File: src/rtl/lwe_mode_sequencer.sv
// Command sequencer for the LWE mode controller: accept op, settle mode, start engine, report status.
// Optional LWE_SEQ_PERF_EN adds a perf_cycles port with the RUN-cycle count of the last command.
module lwe_mode_sequencer #(
   parameter int SETTLE_CYCLES  = 1,
   parameter int TIMEOUT_CYCLES = 1024
) (
   input  logic       clk,
   input  logic       rst_n,
   input  logic       cmd_valid,
   input  logic [1:0] cmd_op,
   output logic       cmd_ready,
   input  logic       abort,
   output logic [1:0] mode,
   output logic       ctl_rst,
   output logic       engine_start,
   input  logic       engine_done,
   output logic       rsp_valid,
   input  logic       rsp_ready,
   output logic [1:0] rsp_op,
   output logic [1:0] rsp_status,
   output logic       busy
`ifdef LWE_SEQ_PERF_EN
   ,
   output logic [31:0] perf_cycles
`endif
);
   localparam int TW = $clog2(TIMEOUT_CYCLES);
   localparam int SW = (SETTLE_CYCLES > 1) ? $clog2(SETTLE_CYCLES) : 1;
   localparam logic [TW-1:0] T_LAST = TW'(TIMEOUT_CYCLES - 1);
   localparam logic [SW-1:0] S_LOAD = SW'(SETTLE_CYCLES - 1);
   localparam logic [1:0] ST_OK = 2'b00, ST_TIMEOUT = 2'b01, ST_ABORT = 2'b10;

   typedef enum logic [2:0] {IDLE, SETTLE, START, RUN, RESP} state_t;
   typedef struct packed {
      logic [1:0] op;
      logic [1:0] status;
   } rsp_t;

   state_t        state, state_nxt;
   logic [1:0]    exit_status;
   logic [TW-1:0] timer;
   logic [SW-1:0] settle_cnt;
   rsp_t          rsp_q;

   always_ff @(posedge clk or negedge rst_n) begin
      if (!rst_n) state <= IDLE;
      else        state <= state_nxt;
   end

   // RUN exit priority: done beats abort beats timeout
   always_comb begin
      state_nxt   = state;
      exit_status = ST_OK;
      case (state)
         IDLE:   if (cmd_valid) state_nxt = SETTLE;
         SETTLE: begin
            if (abort) begin
               state_nxt   = RESP;
               exit_status = ST_ABORT;
            end else if (settle_cnt == '0) state_nxt = START;
         end
         START: begin
            if (abort) begin
               state_nxt   = RESP;
               exit_status = ST_ABORT;
            end else state_nxt = RUN;
         end
         RUN: begin
            if (engine_done) state_nxt = RESP;
            else if (abort) begin
               state_nxt   = RESP;
               exit_status = ST_ABORT;
            end else if (timer == T_LAST) begin
               state_nxt   = RESP;
               exit_status = ST_TIMEOUT;
            end
         end
         RESP:    if (rsp_ready) state_nxt = IDLE;
         default: state_nxt = IDLE;
      endcase
   end

   always_comb begin
      cmd_ready    = (state == IDLE);
      busy         = (state != IDLE);
      ctl_rst      = (state == IDLE) || (state == RESP);
      engine_start = (state == START);
      rsp_valid    = (state == RESP);
   end

   always_ff @(posedge clk or negedge rst_n) begin
      if (!rst_n) begin
         mode       <= 2'b00;
         rsp_q      <= '0;
         timer      <= '0;
         settle_cnt <= '0;
      end else begin
         if (state == IDLE && cmd_valid) begin
            mode       <= cmd_op;
            rsp_q.op   <= cmd_op;
            settle_cnt <= S_LOAD;
         end
         if (state == SETTLE && settle_cnt != '0) settle_cnt <= settle_cnt - SW'(1);
         if (state == START) timer <= '0;
         if (state == RUN && state_nxt == RUN) timer <= timer + TW'(1);
         if (state != RESP && state_nxt == RESP) rsp_q.status <= exit_status;
      end
   end

   assign rsp_op     = rsp_q.op;
   assign rsp_status = rsp_q.status;

`ifdef LWE_SEQ_PERF_EN
   localparam int PW = (TW >= 32) ? TW + 1 : 33;
   logic [PW-1:0] run_len;
   assign run_len = PW'(timer) + PW'(1);

   // only RUN exits update the count; aborts before RUN leave the previous value
   always_ff @(posedge clk or negedge rst_n) begin
      if (!rst_n) perf_cycles <= '0;
      else if (state == RUN && state_nxt == RESP)
         perf_cycles <= (|run_len[PW-1:32]) ? 32'hFFFF_FFFF : run_len[31:0];
   end
`endif

endmodule

File: config.mk
export PLATFORM = sky130hd
export DESIGN_NAME = lwe_mode_sequencer
export DESIGN_NICKNAME = d
export VERILOG_FILES = /design/src/rtl/lwe_mode_sequencer.sv
export SDC_FILE = /design/constraint.sdc
export NUM_CORES = 1
export LEC_CHECK = 0
export ABC_AREA = 1
export CELL_PAD_IN_SITES_DETAIL_PLACEMENT = 1
export CELL_PAD_IN_SITES_GLOBAL_PLACEMENT = 1
export CORE_MARGIN = 4
export CORE_UTILIZATION = 30
export DETAILED_ROUTE_END_ITERATION = 6
export PLACE_DENSITY_LB_ADDON = 0.1
export REMOVE_ABC_BUFFERS = 1
export SYNTH_ARGS = -nofsm -noshare
export SYNTH_HDL_FRONTEND = slang
export SYNTH_SLANG_ARGS = --single-unit
File: constraint.sdc
create_clock -name clk -period 2.46 [get_ports clk]
set_input_delay 0.246 -clock clk [delete_from_list [all_inputs] [get_ports clk]]
set_output_delay 0.246 -clock clk [all_outputs]
set_load 0.01 [all_outputs]
# [Yosys cells after proc, flatten, opt, wreduce, memory -nomap -nowiden]
# Cells that the tools add are included.
[word_totals] register_bits=18 input_bits=8 out_inout_bits=11 elab_cells=43
[op_classes] add_sub_neg=2 n_eq_ne=8 n_mux=18 n_reduce_logical=10
[ops] cell="$mux W3" count=8
[ops] cell="$mux W10" count=2
[ops] cell="$pmux W3 S5" count=1
[ops] cell="$add A10 B1 Y10 const B" count=1
[ops] cell="$eq A10 B10 Y1 const B" count=1
[ops] cell="$eq A3 B2 Y1 const B" count=3
[ops] cell="$eq A3 B3 Y1 const B" count=2
[ops] cell="$mux W2" count=3
[ops] cell="$logic_and A1 B1 Y1" count=4
[ops] cell="$pmux W2 S2" count=1
[ops] cell="$reduce_bool A2 Y1" count=2
[ops] cell="$eq A3 B1 Y1 const B" count=1
[ops] cell="$logic_not A3 Y1" count=1
[ops] cell="$mux W1" count=3
[ops] cell="$ne A3 B3 Y1 const B" count=1
[ops] cell="$reduce_bool A3 Y1" count=1
[ops] cell="$reduce_or A2 Y1" count=1
[ops] cell="$logic_or A1 B1 Y1" count=1
[ops] cell="$sub A1 B1 Y1 const B" count=1

# [Longest topological paths before layout]
# Gate-level depths: netlist of the first run.
[logic_depth] word_depth=8 mapped_depth=10 ltp_nobuf=10

# [Worst setup path after synthesis of the first run]
# No wires, ideal clock.
[synth_timing] path_kind="flip-flop to flip-flop" start="register state[0]" end="register rsp_q, in the netlist rsp_op[1]" setup_ps=127 t_arrival_ps=1196 required_time_ps=2333 path_slack_ps=1136 stages_incl_launch_ff=6 n_path_buf=0 synth_period_minus_slack_ps=1324 path_cell_list="dfrtp_1 nor2_2 inv_2 nor2_4 nand2_2 mux2_1"
[synth_between] elab_chain_cells=2
[synth_lines] item="start, declared" line="39" rtl="state_t state, state_nxt;"
[synth_lines] item="start signal, assigned" line="47" rtl="else state <= state_nxt;"
[synth_lines] item="$logic_not A3 Y1"
[synth_lines] item="named net cmd_ready" line="11" rtl="output logic cmd_ready,"
[synth_lines] item="$logic_and A1 B1 Y1" line="98" rtl="if (state == IDLE && cmd_valid) begin"
[synth_lines] item="end, declared" line="43" rtl="rsp_t rsp_q;"
# The timed path passes the listed nets, and every way through them passes these cells.
# A chain may end at the register's enable or synchronous reset.

# [Worst setup path in the final report of the first run]
[layout_timing] start="register state[2]" end="output engine_start"
[layout_between] elab_chain_cells=1
[layout_lines] item="$eq A3 B2 Y1" line="87" rtl="engine_start = (state == START);"
[layout_lines] item="end, declared" line="15" rtl="output logic engine_start,"
# Every way passes these cells.

==> results of run 1 <==
## worst max path at each step
stage          cells after the start              endpoint
6_report                           4          engine_start
5_1_grt                            4          engine_start
4_1_cts                            4          engine_start
3_5_place_dp                       4          engine_start
3_3_place_gp                       4          engine_start
2_1_floorplan                      8  timer[9]$_DFFE_PN0P_
## cell type report
cell class / count / area [sq um]
multi-input combinational: 79 / 469.2
inverter: 16 / 60.06
fill: 381 / 1869
tap: 44 / 55.05
clock buffer: 4 / 36.28
sequential: 18 / 450.4
timing repair buffer: 19 / 187.7
## logic make-up after synthesis
kind of cell    count (synthesis)  share of synthesized area
buf+inv                        19                    0.08581
compound gates                 14                    0.08333
fa+ha+maj                       1                    0.01244
simple gates                   56                     0.2960
xor+xnor                        6                    0.05224
flops                          18                     0.4478
mux                             2                    0.02239
## power by group
part	switching [W]	total (W)	internal, W
logic	0.000234	0.000477	0.000243
clock network	0.0000981	0.000188	0.0000901
registers	0.0000602	0.000415	0.000355
total	0.000392	0.00108	0.000688
## sequential cells by signal, indices dropped and copies added, names as in the netlist
name / flops
rsp_op: 2
rsp_status: 2
settle_cnt: 1
state: 3
timer: 10
## worst max-delay path: stages (launching register included)
cell and delay [ps]:
dfrtp_1 470, inv_2 120, nand3_2 200, inv_1 170, clkdlybuf4s50_1 550
## placed cells by master, fill, tap and decap left out, types with 2 or more instances in the layout
master / count
nand2_1: 25
clkdlybuf4s50_1: 18
dfrtp_1: 18
inv_1: 12
nand3_1: 11
o21ai_1: 6
nor2_1: 5
inv_2: 4
xor2_1: 4
nor2_4: 3
o21ai_0: 3
clkbuf_4: 3
nand3_2: 2
nor2_2: 2
nor3_1: 2
a21oi_1: 2
xnor2_1: 2
or2_2: 2
## metal layers
layer / up-vias / track usage
met5: - / 0
met4: 0 / 0.02332
met3: 2 / 0.03912
met2: 7 / 0.2053
met1: 384 / 0.1481
li1: 414 / -
## through the flow
step                      instance area, sq um  hold slack (ps)  worst slack, ps    util  power [W]
after floorplan                          979.7           -49.59             1134       -  0.0006528
after global placement                    1222            456.9            776.2  0.3908  0.0008999
after detailed placement                  1222            460.7            736.7  0.3908  0.0009089
after CTS                                 1259            265.4            381.5  0.4024   0.001103
after global routing                      1259            277.3            313.7  0.4024   0.001169
final                                     1259            268.8            399.5  0.4024   0.001080
## synth_stat cells
| master | instances | share of area |
|---|---|---|
| or2_2 | 2 | 0.012 |
| nand3_2 | 2 | 0.020 |
| nand2_2 | 1 | 0.0062 |
| mux2_1 | 1 | 0.011 |
| nand2_4 | 1 | 0.011 |
| nor2_1 | 5 | 0.019 |
| a21oi_1 | 2 | 0.010 |
| nand2_1 | 25 | 0.093 |
| nor3_1 | 2 | 0.010 |
| nand4_1 | 1 | 0.0062 |
| mux2_2 | 1 | 0.011 |
| nand3_4 | 1 | 0.017 |
| buf_4 | 2 | 0.015 |
| nor2_2 | 2 | 0.012 |
| o22ai_2 | 1 | 0.012 |
| nor2_4 | 3 | 0.034 |
| o31ai_1 | 1 | 0.0075 |
| o21ai_1 | 6 | 0.030 |
| buf_6 | 1 | 0.011 |
| nand3_1 | 11 | 0.055 |
| o21ai_0 | 3 | 0.015 |
| dfrtp_1 | 18 | 0.45 |
| xor2_1 | 4 | 0.035 |
| o2111ai_1 | 1 | 0.0087 |
| inv_1 | 12 | 0.045 |
| inv_2 | 4 | 0.015 |
| xnor2_1 | 2 | 0.017 |
| ha_1 | 1 | 0.012 |
==> impl_metrics.toml, run 1 <==
[status]
status = "finished clean"

[route]
wire_per_inst_um = 13.00
drc_errors = 0
drt_iter0_drc = 19
met2_length_mm = 1.109
drtAntennaViolNets = 0
routed_wl_mm = 2.340
routed.top_layer = "met4"
vias = 807
drt_pre_antenna_iters = 4
drt-met1-wl_mm = 1.143
via_per_inst = 4.483
wl_met3_um = 73

[worst_setup_path]
r2r_cells = 8
end_kind = "output pin"
path_class = "flop to output pin"
r2r-end = "timer[9]$_DFFE_PN0P_"
crit_arrival_ps = 1810
worst-path-max-fanout = 10
startpoint = "state[2]$_DFF_PN0_"
startpoint_type = "flop"
rr_startpoint = "timer[0]$_DFFE_PN0P_"
rrSetupSlack_ps = 900
required_ps = 2210

[place]
place_inst = 176
routabilityCongestion = 0.7777
io_buffers = 18
dp_hpwl_mm = 1.813

[sta]
worst_pin_slew_ps = 461.9
finalMaxSlewViolations = 0
setup_tns_ps = 0
grt_setup_unrepaired = "no"
hold_viol = 0
slew_headroom = 0.6897
setup_violations = 0
final.setup_skew_ps = 2.334
finalCriticalPeriod_ps = 2061
max_freq_mhz = 485.3
fin_crit_sh = 0.8376

[power_and_ir_drop]
vdd_drop_max_uv = 414.3
power_density_nw_per_um2 = 858.1
leakage_nw = 0.5756

[synth]
yosysSeqAreaShare = 0.4478
syn_inst = 116
ys_types = 28
synth_seq_cells = 18
synth_area_sq_um = 1006
syn_avg_cell_area_sq_um = 8.672
synth_warnings = 0

[clock_network]
cts_root_buffer = "clkbuf_4"
cts.sinks = 18
clkTransAtPathRegs_ps = 110
hold_buffers = 0
cts_tree = "built"
cts_resized = 0
cts_max_level = 1
cts_buffers = 3
insertion_delay_ps = 290
clk_path_buf_depth = 2
cts_setup_buffers = 0

[global_route]
grt_pass1_vias = 830
overflow = 0
antenna_found_initial = 0
grt_pass1_wl_mm = 3.995
grt_max_degree = 19
grt_usage = 0.1205

[run]
maxCapViolations = 0

[floorplan]
rows = 20
initial_utilization = 0.3216
die_area_sq_um = 4343
die_y_um = 65.91
die_width_um = 65.91
fp.coreArea_sq_um = 3128
ios = 19

[cells_and_area]
syn2layout_area_growth_pct = 25.12
drive_gt1_frac = 0.1691
antenna_cells = 0
nets = 146
fin_cells = 180

[hold_path]
min_path_type = "input port to async pin"
No activity file was read; power rests on OpenSTA's default activity.
==> run 2, diff against run 1 <==
==> constraint.sdc (replaced) <==
create_clock -name clk -period 1.67 [get_ports clk]
set_input_delay 0.167 -clock clk [delete_from_list [all_inputs] [get_ports clk]]
set_output_delay 0.167 -clock clk [all_outputs]
set_load 0.01 [all_outputs]
==> run 2 against run 1 <==
Global-route usage up 1.7 points. Sequential share of layout area down 1.9 points. Clock power up 51%. Register-to-register slack worse by 740 ps. Non-clock buffer count up 10. Via count up 7.3%. Clock-buffer cell count unchanged. Die area unchanged. Critical path type unchanged.
==> impl_metrics.toml, run 2 (synthesis results as in run 1) <==
[cells_and_area]
largest_register_ffs = 10
final_area_sq_um = 1329
nets = 156
final_common_cell = "nand2_1"
syn2layout_area_growth_pct = 32.09
antenna_cells = 0
top_regs = "timer x10, state x3"
top_register = "timer"
drive_gt1_frac = 0.2329
final_cell_mix = "nand2_1, dfrtp_1, clkdlybuf4s50_1"
final_util = 0.4248

[route]
routed_wl_mm = 2.446
vias = 866
drtAntennaViolNets = 0
drc_errors = 0
via_per_inst = 4.558
wire_per_inst_um = 12.87
drt_iter0_drc = 30
drt_pre_antenna_iters = 4

[power_and_ir_drop]
vdd_drop_max_uv = 668.8
leakage_nw = 0.6344
p_total_w = 0.001712
power_density_nw_per_um2 = 1288

[floorplan]
die_width_um = 65.91
ios = 19
fp.coreArea_sq_um = 3128
die_y_um = 65.91
initial_utilization = 0.3216
die_area_sq_um = 4343
rows = 20

[worst_setup_path]
startpoint_type = "flop"
required_ps = 1500
path_cells = "nor2_4 > buf_4 > inv_2 > nor2_4 > inv_1 > dlygate4sd2_1"
crit_top_cell = "nor2_4"
crit_arrival_ps = 1440
rr_startpoint = "state[0]$_DFF_PN0_"
cpPeakStageDelay_ps = 450
end_kind = "output pin"
path_class = "flop to output pin"
r2r-end = "timer[5]$_DFFE_PN0P_"
r2r_cells = 10
critPathSlowestCell = "dfrtp_1"
rrSetupSlack_ps = 160
worst-path-max-fanout = 3

[hold_path]
min_path_type = "input port to async pin"

[place]
io_buffers = 18
post_dp_cell_area_sq_um = 1245
dp_hpwl_mm = 1.792
place_worst_setup_slack_ps = 170.6
routabilityCongestion = 0.7392

[clock_network]
clk_path_buf_depth = 2
cts.sinks = 18
cts_buffers = 3
hold_buffers = 0
clkTransAtPathRegs_ps = 110
cts_root_buffer = "clkbuf_4"
cts_max_level = 1
insertion_delay_ps = 300
cts_tree = "built"

[sta]
finalMaxSlewViolations = 0
timing.hold.ws_ps = 192.9
slew_headroom = 0.7047
fin_crit_sh = 0.9646
setup_slack_ps = 59.16
finalCriticalPeriod_ps = 1611
grt_setup_unrepaired = "yes"
hold_viol = 0
max_freq_mhz = 620.8
setup_violations = 0
final.setup_skew_ps = 1.711
worst_pin_slew_ps = 439.6

[run]
maxCapViolations = 0

[global_route]
grt_pass1_wl_mm = 4.554
grt_usage = 0.1376
grt_max_degree = 19
antenna_found_initial = 0
overflow = 0
grt_pass1_vias = 926

[status]
status = "finished clean"
## run 2: changes by cell type in the layout (fill, tap and decap cells not counted), sizes merged
cell / before / now
dlygate4sd2: 0 / 4
buf: 1 / 11
clkdlybuf4s50: 18 / 13
clkbuf: 4 / 5
## run 2: what timing repair did
action                     4_1_cts  5_1_grt
buffers inserted                 7        0
resized for setup                5        3
pin swaps                        1        0
setup endpoints to repair        5        3
gates cloned                     0        0
## run 2: metrics by stage
| stage | instances | TNS [ps] |
|---|---|---|
| 4_1_cts | 190 | 0 |
| 3_5_place_dp | 179 | 0 |
| 3_3_place_gp | 179 | 0 |
| 2_1_floorplan | 113 | 0 |
| 6_report | 190 | 0 |
| 5_1_grt | 190 | -54.01 |
## run 2: area by class of cell
type                       instances  area, sq um
clock buffer                       4        36.28
fill                             398         1799
inverter                          16        60.06
multi-input combinational         79        474.2
sequential                        18        450.4
tap                               44        55.05
timing repair buffer              29        252.7
## run 2: worst max path at each step
stage | start | end | cells after the start
floorplan | timer[0]$_DFFE_PN0P_ | timer[9]$_DFFE_PN0P_ | 8
CTS | state[1]$_DFF_PN0_ | busy | 6
global route | state[0]$_DFF_PN0_ | busy | 6
detailed placement | state[0]$_DFF_PN0_ | cmd_ready | 4
finish | state[0]$_DFF_PN0_ | busy | 6
global placement | state[0]$_DFF_PN0_ | cmd_ready | 4
## run 2: critical path: cells and delay by family, from the launching register on
kind	cells	cell delay [ps]
simple gates	2	230
buf+inv	4	470
flops	1	450
## run 2: per-layer routing
metal  GRT usage  wire, um  vias to the layer above
met4     0.05440        36                        0
met1      0.1773      1190                      420
met5           0         0                        -
met3     0.02551        60                        4
met2      0.2253      1158                        9
li1            -         -                      433
## run 2: report_power, final
group,leakage [nW],switching (W),total (W),internal (W)
Sequential,0.241,0.0000717,0.000595,0.000523
Clock,0.0210,0.000150,0.000283,0.000133
Combinational,0.372,0.000404,0.000834,0.000430
Total,0.634,0.000626,0.00171,0.00109
==> run 3, diff against run 2 <==
--- a/config.mk
+++ b/config.mk
@@ -9,7 +9,7 @@
 export CELL_PAD_IN_SITES_DETAIL_PLACEMENT = 1
 export CELL_PAD_IN_SITES_GLOBAL_PLACEMENT = 1
 export CORE_MARGIN = 4
-export CORE_UTILIZATION = 30
+export CORE_UTILIZATION = 34
 export DETAILED_ROUTE_END_ITERATION = 6
 export PLACE_DENSITY_LB_ADDON = 0.1
 export REMOVE_ABC_BUFFERS = 1
==> run 3 against run 2 <==
Sequential share of layout area up 0.062 points. Core utilization up 5.3 points. Clock-buffer cell count unchanged. Worst hold slack worse by 14 ps. Combinational power up 0.5%. Critical path depth down 4.
==> impl_metrics.toml, run 3 (synthesis results as in run 1) <==
[status]
status = "finished clean"

[floorplan]
ios = 19
initial_utilization = 0.3617
die_width_um = 62.40
die_area_sq_um = 3893
die_y_um = 62.40
fp.coreArea_sq_um = 2781
rows = 19

[cells_and_area]
syn2layout_area_growth_pct = 32.21
largest_register_ffs = 10
top_regs = "timer x10, state x3"
nets = 159
final_area_sq_um = 1330
antenna_cells = 0
top_register = "timer"
multiInputGateArea_sq_um = 469.2
final_common_cell = "nand2_1"
num-fill-cells = 334
final_cell_mix = "nand2_1, dfrtp_1, clkdlybuf4s50_1, buf_4, inv_1"
drive_gt1_frac = 0.2617
fin_cells = 180
seq_area_sq_um = 451.7
final_util = 0.4782

[route]
drc_errors = 0
via_per_inst = 4.856
drt_iter0_drc = 18
routed_wl_mm = 2.441
drtAntennaViolNets = 0
wire_per_inst_um = 13.56
vias = 874
drt_pre_antenna_iters = 3

[worst_setup_path]
cpPeakStageDelay_ps = 560
r2r_cells = 7
startpoint_type = "flop"
crit_arrival_ps = 1430
path_cells = "nor2_2 > clkdlybuf4s50_1"
worst-path-max-fanout = 3
path_buf_inv = 1
end_kind = "output pin"
r2r-end = "timer[0]$_DFFE_PN0P_"
critPathSlowestCell = "clkdlybuf4s50_1"
rr_startpoint = "timer[1]$_DFFE_PN0P_"
rrSetupSlack_ps = 160
required_ps = 1500
path_class = "flop to output pin"
crit_family = "buffers and inverters"

[clock_network]
clkTransAtPathRegs_ps = 110
cts_max_level = 1
hold_buffers = 0
clk_path_buf_depth = 2
cts_root_buffer = "clkbuf_4"
cts.sinks = 18
cts_buffers = 3
cts_tree = "built"
insertion_delay_ps = 310

[sta]
setup_violations = 0
worst_pin_slew_ps = 399.7
hold_viol = 0
final.setup_skew_ps = 6.718
finalMaxSlewViolations = 0
finalCriticalPeriod_ps = 1600
max_freq_mhz = 625.1
timing.hold.ws_ps = 179.1
slew_headroom = 0.7315
fin_crit_sh = 0.9580

[global_route]
grt_usage = 0.1362
grt_max_degree = 19
grt_pass1_vias = 965
antenna_found_initial = 0
overflow = 0
grt_pass1_wl_mm = 4.340

[run]
maxCapViolations = 0

[power_and_ir_drop]
power_density_nw_per_um2 = 1291
leakage_nw = 0.6448
vdd_drop_max_uv = 969.3
p_total_w = 0.001716

[place]
dp_hpwl_mm = 1.781
place_inst = 165
routabilityCongestion = 0.7441
io_buffers = 18
post_dp_cell_area_sq_um = 1221

[hold_path]
min_path_type = "input port to async pin"
run 3: metrics by stage:
step / setup slack, ps / TNS [ps]
6_report: 70.21 / 0
3_5_place_dp: 144.2 / 0
5_1_grt: -23.64 / -23.64
4_1_cts: 13.63 / 0
2_1_floorplan: 344.4 / 0
3_3_place_gp: 195.9 / 0
run 3: how the worst max path moves through the flow:
stage                              start              endpoint  slack, ps  cells past startpoint
finish                state[0]$_DFF_PN0_               ctl_rst         70                      2
global route        timer[1]$_DFFE_PN0P_  timer[5]$_DFFE_PN0P_        -20                      8
CTS                   state[1]$_DFF_PN0_                  busy         10                      6
detailed placement    state[0]$_DFF_PN0_             cmd_ready        140                      4
global placement      state[2]$_DFF_PN0_          engine_start        200                      4
floorplan           timer[0]$_DFFE_PN0P_  timer[9]$_DFFE_PN0P_        340                      8
run 3: layout make-up:
class                           instances  share of cell area
Sequential cell                        18              0.3396
Timing Repair Buffer                   32              0.2060
Inverter                               16             0.04516
Tap cell                               31             0.02916
Clock buffer                            4             0.02728
Multi-Input combinational cell         79              0.3528
run 3: per-layer routing:
metal,global-route usage,part of all wire
met2,0.2332,0.50
met3,0.03957,0.036
met5,0,0
met4,0.04775,0.011
met1,0.1609,0.45
run 3: report_power, final:
part / leakage [nW] / switching [W] / internal [W]
Sequential: 0.240 / 0.0000720 / 0.000525
Combinational: 0.384 / 0.000405 / 0.000433
Clock: 0.0210 / 0.000148 / 0.000133
Total: 0.645 / 0.000625 / 0.00109
run 3: timing repair:
item	CTS	global route
buffers inserted	3	8
cloned	0	0
endpoints found under the setup margin	5	4
pin swaps	1	3
resized for setup	5	5
